===== src/rtl/fb_write_arbiter.sv =====
// Frame-buffer write-port owner: round-robin host/coprocessor arbitration plus a fill-with-constant clear engine.
// Optional FB_VBLANK_GATE_EN restricts all writes to cycles where vblank is high (tear-free updates).
module fb_write_arbiter #(
  parameter int   ADDR_W    = 12,
  parameter int   DEPTH     = 4096,
  parameter logic CLEAR_VAL = 1'b0
) (
  input  logic              clk,
  input  logic              reset,
  input  logic              host_req,
  input  logic [ADDR_W-1:0] host_addr,
  input  logic              host_data,
  output logic              host_ack,
  input  logic              cop_req,
  input  logic [ADDR_W-1:0] cop_addr,
  input  logic              cop_data,
  output logic              cop_ack,
  input  logic              clr_start,
  output logic              clr_busy,
  output logic              clr_done,
  input  logic              vblank,
  output logic [ADDR_W-1:0] wraddress,
  output logic              data,
  output logic              wren
);

  localparam int CNT_W = ADDR_W + 1;

  typedef enum logic {IDLE, CLEAR} state_t;

  state_t            state_q, state_d;
  logic [CNT_W-1:0]  cnt_q, cnt_d;
  logic              ptr_q, ptr_d;       // 0: host wins next tie, 1: coprocessor wins
  logic              wren_q, wren_d;
  logic [ADDR_W-1:0] wraddress_q, wraddress_d;
  logic              data_q, data_d;
  logic              host_ack_q, host_ack_d;
  logic              cop_ack_q, cop_ack_d;
  logic              clr_busy_q, clr_busy_d;
  logic              clr_done_q, clr_done_d;
  logic              grant_host, grant_cop;
  logic              write_ok;

`ifdef FB_VBLANK_GATE_EN
  assign write_ok = vblank;
`else
  logic unused_vblank;
  assign unused_vblank = vblank;
  assign write_ok      = 1'b1;
`endif

  always_comb begin
    state_d     = state_q;
    cnt_d       = cnt_q;
    ptr_d       = ptr_q;
    wren_d      = 1'b0;
    wraddress_d = '0;
    data_d      = 1'b0;
    host_ack_d  = 1'b0;
    cop_ack_d   = 1'b0;
    clr_busy_d  = 1'b0;
    clr_done_d  = 1'b0;
    grant_host  = host_req & (~cop_req | ~ptr_q);
    grant_cop   = cop_req & ~grant_host;
    case (state_q)
      IDLE: begin
        if (clr_start) begin
          state_d    = CLEAR;
          cnt_d      = '0;
          clr_busy_d = 1'b1;
        end else if (write_ok && (grant_host || grant_cop)) begin
          wren_d      = 1'b1;
          wraddress_d = grant_host ? host_addr : cop_addr;
          data_d      = grant_host ? host_data : cop_data;
          host_ack_d  = grant_host;
          cop_ack_d   = grant_cop;
          ptr_d       = grant_host;
        end
      end
      CLEAR: begin
        clr_busy_d = 1'b1;
        // Counter parked at DEPTH means the last write has gone out; spend one cycle dropping busy.
        if (cnt_q == CNT_W'(DEPTH)) begin
          state_d    = IDLE;
          clr_busy_d = 1'b0;
        end else if (write_ok) begin
          wren_d      = 1'b1;
          wraddress_d = cnt_q[ADDR_W-1:0];
          data_d      = CLEAR_VAL;
          clr_done_d  = (cnt_q == CNT_W'(DEPTH - 1));
          cnt_d       = cnt_q + CNT_W'(1);
        end
      end
      default: state_d = IDLE;
    endcase
  end

  always_ff @(posedge clk) begin
    if (reset) begin
      state_q     <= IDLE;
      cnt_q       <= '0;
      ptr_q       <= 1'b0;
      wren_q      <= 1'b0;
      wraddress_q <= '0;
      data_q      <= 1'b0;
      host_ack_q  <= 1'b0;
      cop_ack_q   <= 1'b0;
      clr_busy_q  <= 1'b0;
      clr_done_q  <= 1'b0;
    end else begin
      state_q     <= state_d;
      cnt_q       <= cnt_d;
      ptr_q       <= ptr_d;
      wren_q      <= wren_d;
      wraddress_q <= wraddress_d;
      data_q      <= data_d;
      host_ack_q  <= host_ack_d;
      cop_ack_q   <= cop_ack_d;
      clr_busy_q  <= clr_busy_d;
      clr_done_q  <= clr_done_d;
    end
  end

  assign wren      = wren_q;
  assign wraddress = wraddress_q;
  assign data      = data_q;
  assign host_ack  = host_ack_q;
  assign cop_ack   = cop_ack_q;
  assign clr_busy  = clr_busy_q;
  assign clr_done  = clr_done_q;

endmodule


===== config.mk =====
export PLATFORM = sky130hd
export DESIGN_NAME = fb_write_arbiter
export DESIGN_NICKNAME = d
export VERILOG_FILES = /design/src/rtl/fb_write_arbiter.sv
export SDC_FILE = /design/constraint.sdc
export NUM_CORES = 1
export LEC_CHECK = 0
export ABC_AREA = 1
export CORE_ASPECT_RATIO = 0.8
export CORE_MARGIN = 3
export CORE_UTILIZATION = 50
export CTS_CLUSTER_DIAMETER = 80
export CTS_CLUSTER_SIZE = 10
export DETAILED_ROUTE_END_ITERATION = 6
export PLACE_DENSITY = 0.87
export SYNTH_ARGS = -nofsm -noshare
export SYNTH_HDL_FRONTEND = slang
export SYNTH_SLANG_ARGS = --single-unit

===== constraint.sdc =====
create_clock -name clk -period 3.7 [get_ports clk]
set_input_delay 0.74 -clock clk [delete_from_list [all_inputs] [get_ports clk]]
set_output_delay 0.74 -clock clk [all_outputs]
set_load 0.05 [all_outputs]

# == After elaboration in Yosys (flattened, before gate mapping) ==
# Index checks and enable logic that the tools add are counted.
# word_totals
inputBits,32
register_bits,32
out_inout_bits,18
word_cells,46
# op_classes
n_addsub,1
n_bitwise,9
reduce_logical,5
eq_ne,4
mux,18
# op_table
operator,n
$mux W12,4
$mux W13,2
$pmux W13 S2,1
$pmux W12 S2,1
$add A13 B1 Y13 const B,1
$eq A13 B12 Y1 const B,1
$eq A13 B13 Y1 const B,1
$mux W1,7
$not A1 Y1,6
$pmux W1 S2,3
$ne A2 B2 Y1 const B,2
$reduce_or A4 Y1,1
$reduce_and A3 Y1,1
$reduce_or A3 Y1,1
$and A1 B1 Y1,2
$reduce_and A2 Y1,1
$logic_or A1 B1 Y1,1
$or A1 B1 Y1,1

# == Longest topological paths before layout ==
# logic_depth
word_depth,9
mapped_depth,9
ltp_nobuf,9

# == Worst setup path before layout ==
# Ideal clock, no wire load.
# synth_timing
path_type,input-to-reg
start,input port cop_req
end,register wraddress_q[10] (netlist: wraddress[10])
slack_ps,2096
required_time_ps,3572
path_stages,6
t_arrival_ps,1476
path_buffers,1
setup_time_ps,128
path_cell_list,nand2_1 > nand2_1 > buf_2 > or2_2 > o211ai_1 > o22ai_2
# synth_between
elab_chain_len,9
elab_cells_between_ends,10
cone_classes,mux (4); bitwise (5); reduce/logical (1)
# synth_rtl
element,line_no,rtl
start: declaration,14,"input logic cop_req,"
$not A1 Y1,63,grant_host = host_req & (~cop_req | ~ptr_q);
$or A1 B1 Y1,63,
$and A1 B1 Y1,63,
$not A1 Y1,64,grant_cop = cop_req & ~grant_host;
$and A1 B1 Y1,64,
$logic_or A1 B1 Y1,71,end else if (write_ok && (grant_host || grant_cop)) begin
$mux W12 (*),71,
$mux W12 (*),67,if (clr_start) begin
$pmux W12 S2 (*),65,case (state_q)
end signal: assignment,115,wraddress_q <= wraddress_d;
end: declaration,35,"logic [ADDR_W-1:0] wraddress_q, wraddress_d;"
# Every way passes the cells marked *; elsewhere a longest branch is shown, timed or not.
# A chain may end at the register's enable or synchronous reset.

# == Worst setup path after layout ==
# layout_timing
start,register clr_busy_q (netlist: clr_busy)
end,output port clr_busy
# layout_rtl
element,line_no,rtl
start: declaration,39,"logic clr_busy_q, clr_busy_d;"
start signal: assignment,119,clr_busy_q <= clr_busy_d;
end: declaration,19,"output logic clr_busy,"
# No word-level cell between the ends.

==> metrics.txt <==
count of final setup violators=0; global routing's busiest layer=met2; Max-Cap Viols=0; share of the yosys chip area belonging to registers=0.387; Critical-path top delay cell=clkdlybuf4s50_1; Max Freq=354 MHz; worst-margin pin slew=0.825 ns; synthesis warning total=0; CTS tree=yes; Post-CTS Resized=0; Detailed Route Iter0 Violations=111; RSZ-0062 raised after global routing=false; Critical Path RT=2.96 ns; critical path type=flop to primary output; Slew Viols, Final=0; pre-CTS setup slack=1.06 ns; crit path DAT=2.08 ns; Initial Util=0.529; CP Max Fanout=21; DRC=0; number of post-CTS setup repair buffers=0; crit path cell chain=clkdlybuf4s50_1; Final period util=0.763; clock buffer count from CTS=5; top-area cell type share of the netlist area=0.387; synth top area cells=dfxtp_1 39%, nand2_1 10%, o22ai_2 6.0%; top_reg_cell synth=dfxtp_1; overall via count from detail_route=1612; Core Region=3130 um2; post-route ant nets=0; Clock Skew=0.00668 ns; H-tree depth=2; final hold violations=0; Layout Utilization=0.716; min Tclk post-route=2.82 ns; number of enable flip-flop cells after synthesis=0; buffers added on ports=48; die area=4040 um2; GPL Wtd Cong=0.877; max_slew headroom=0.447; Setup TNS Final=0 ns; Total Routed Length=4.12 mm; DIE WIDTH=70.4 um; Clk Latency, worst-skew pair=0.29 ns; initial antenna violation count=0; Tot Pwr=802 uW; Clock Sinks=32; cell taking the most area after synthesis=dfxtp_1; Post-Synthesis Cells=219; Die Y=57.5 um; Layout area overhead=35.3%; # diodes=0; Reg clk slew, reported paths=0.06 ns; layout cells sized above 1=0.169; row count=18; Post-CTS Hold Fix Bufs=0; I/O Pins=50; post-DP HPWL=2.98 mm; largest net degree at the start of global routing=22; gr ovfl total=0; met2 Use GR=0.352; M1 GR Usage=0.263; Unique masters post-synth=29; vias per cell=5.25; Syn Area/Cell=7.56 um2; routing usage on met3=0.0634; Hold Worst Slack=0.488 ns; worst stage delay on the critical path=0.95 ns; status=finished, final reports clean; global-route wire length before repair=6.82 mm; Top delay family on crit path=buffers and inverters; syn nets=253; Setup crit end kind=primary output; Synth top cells by count=44 x nand2_1, 32 x dfxtp_1, 22 x inv_1, 22 x nor2_1, 17 x nand3_1; Synth Cell Area=1660 um2; synthesized flop and latch total=32; cell with the most instances after synthesis=nand2_1; P_leak=0.000886 uW; crit path launch type=flop; average wire per standard cell=13.4 um; CP Buf/Inv Count=1; vias in the first global route=1506; Final #Nets=301; clock buffer depth=2; GRT Resource Usage Total=0.213; Peak VDD IR=0.294 mV; Hold Path Class=flop to flop; CTS root buffer=clkbuf_8; setup ws final=0.875 ns; Post-synth ARST share=0; pwr/cell area=358 nW/um2; DR pass1 iterations=4
[worst paths after layout]
check / start / to / slack (ns) / cells after the start
setup / recovery: clr_busy$_SDFF_PP0_ / clr_busy / 0.88 / 1
hold / removal: cnt_q[0]$_SDFFE_PP0P_ / cnt_q[0]$_SDFFE_PP0P_ / 0.49 / 1
setup reg to reg: clr_busy$_SDFF_PP0_ / wraddress[11]$_SDFF_PP0_ / 1.75 / 5
hold reg to reg: cnt_q[0]$_SDFFE_PP0P_ / cnt_q[0]$_SDFFE_PP0P_ / 0.49 / 1
[flip-flops by register name, summed over array words and instances (netlist names)]
name,flops
clr_busy,1
cnt_q,13
ptr_q,1
host_ack,1
cop_ack,1
clr_done,1
wren,1
wraddress,12
data,1
[through the flow]
stage / cells / area [um2]
after floorplan: 219 / 1660
after global placement: 300 / 2140
after detailed placement: 300 / 2140
after CTS: 307 / 2240
after global routing: 307 / 2240
final: 307 / 2240
[layout by cell type, fill, tap and decap left out, types with 8 or more instances in the layout]
master and count:
nand3_1 17, o22ai_2 8, o211ai_1 9, nor2_1 22, inv_1 22, dfxtp_1 32, a21oi_1 13, nand2_1 44
clkdlybuf4s50_1 48, or2_2 11
[per-layer routing]
metal	share of wire	up-vias
li1	-	813
met1	0.43	735
met3	0.076	9
met4	0.017	0
met2	0.47	55
met5	0	-
[cell type report]
cell class	instances	area [um2]
inverter	24	90.1
tap	40	50.0
timing repair buffer	49	488
clock buffer	7	96.3
sequential	32	641
fill	251	890
multi-input combinational	155	876
[kinds of logic (layout without fill, tap and decap cells)]
family / after synthesis / count (layout) / synth area share
adders and majority gates: 2 / 2 / 0.0151
DFF: 32 / 32 / 0.387
buffers and inverters: 32 / 80 / 0.0846
AOI/OAI and AO/OA: 37 / 37 / 0.167
and+or+nand+nor: 115 / 115 / 0.341
xor gates and xnor gates: 1 / 1 / 0.00529
[power breakdown]
group / switching (uW) / internal, uW / leakage (uW) / total, uW
clock: 127 / 166 / 0.0000503 / 292
sequential: 10.3 / 356 / 0.000260 / 366
combinational: 80.9 / 63.1 / 0.000575 / 144
Power figures use the tool's default switching activity.
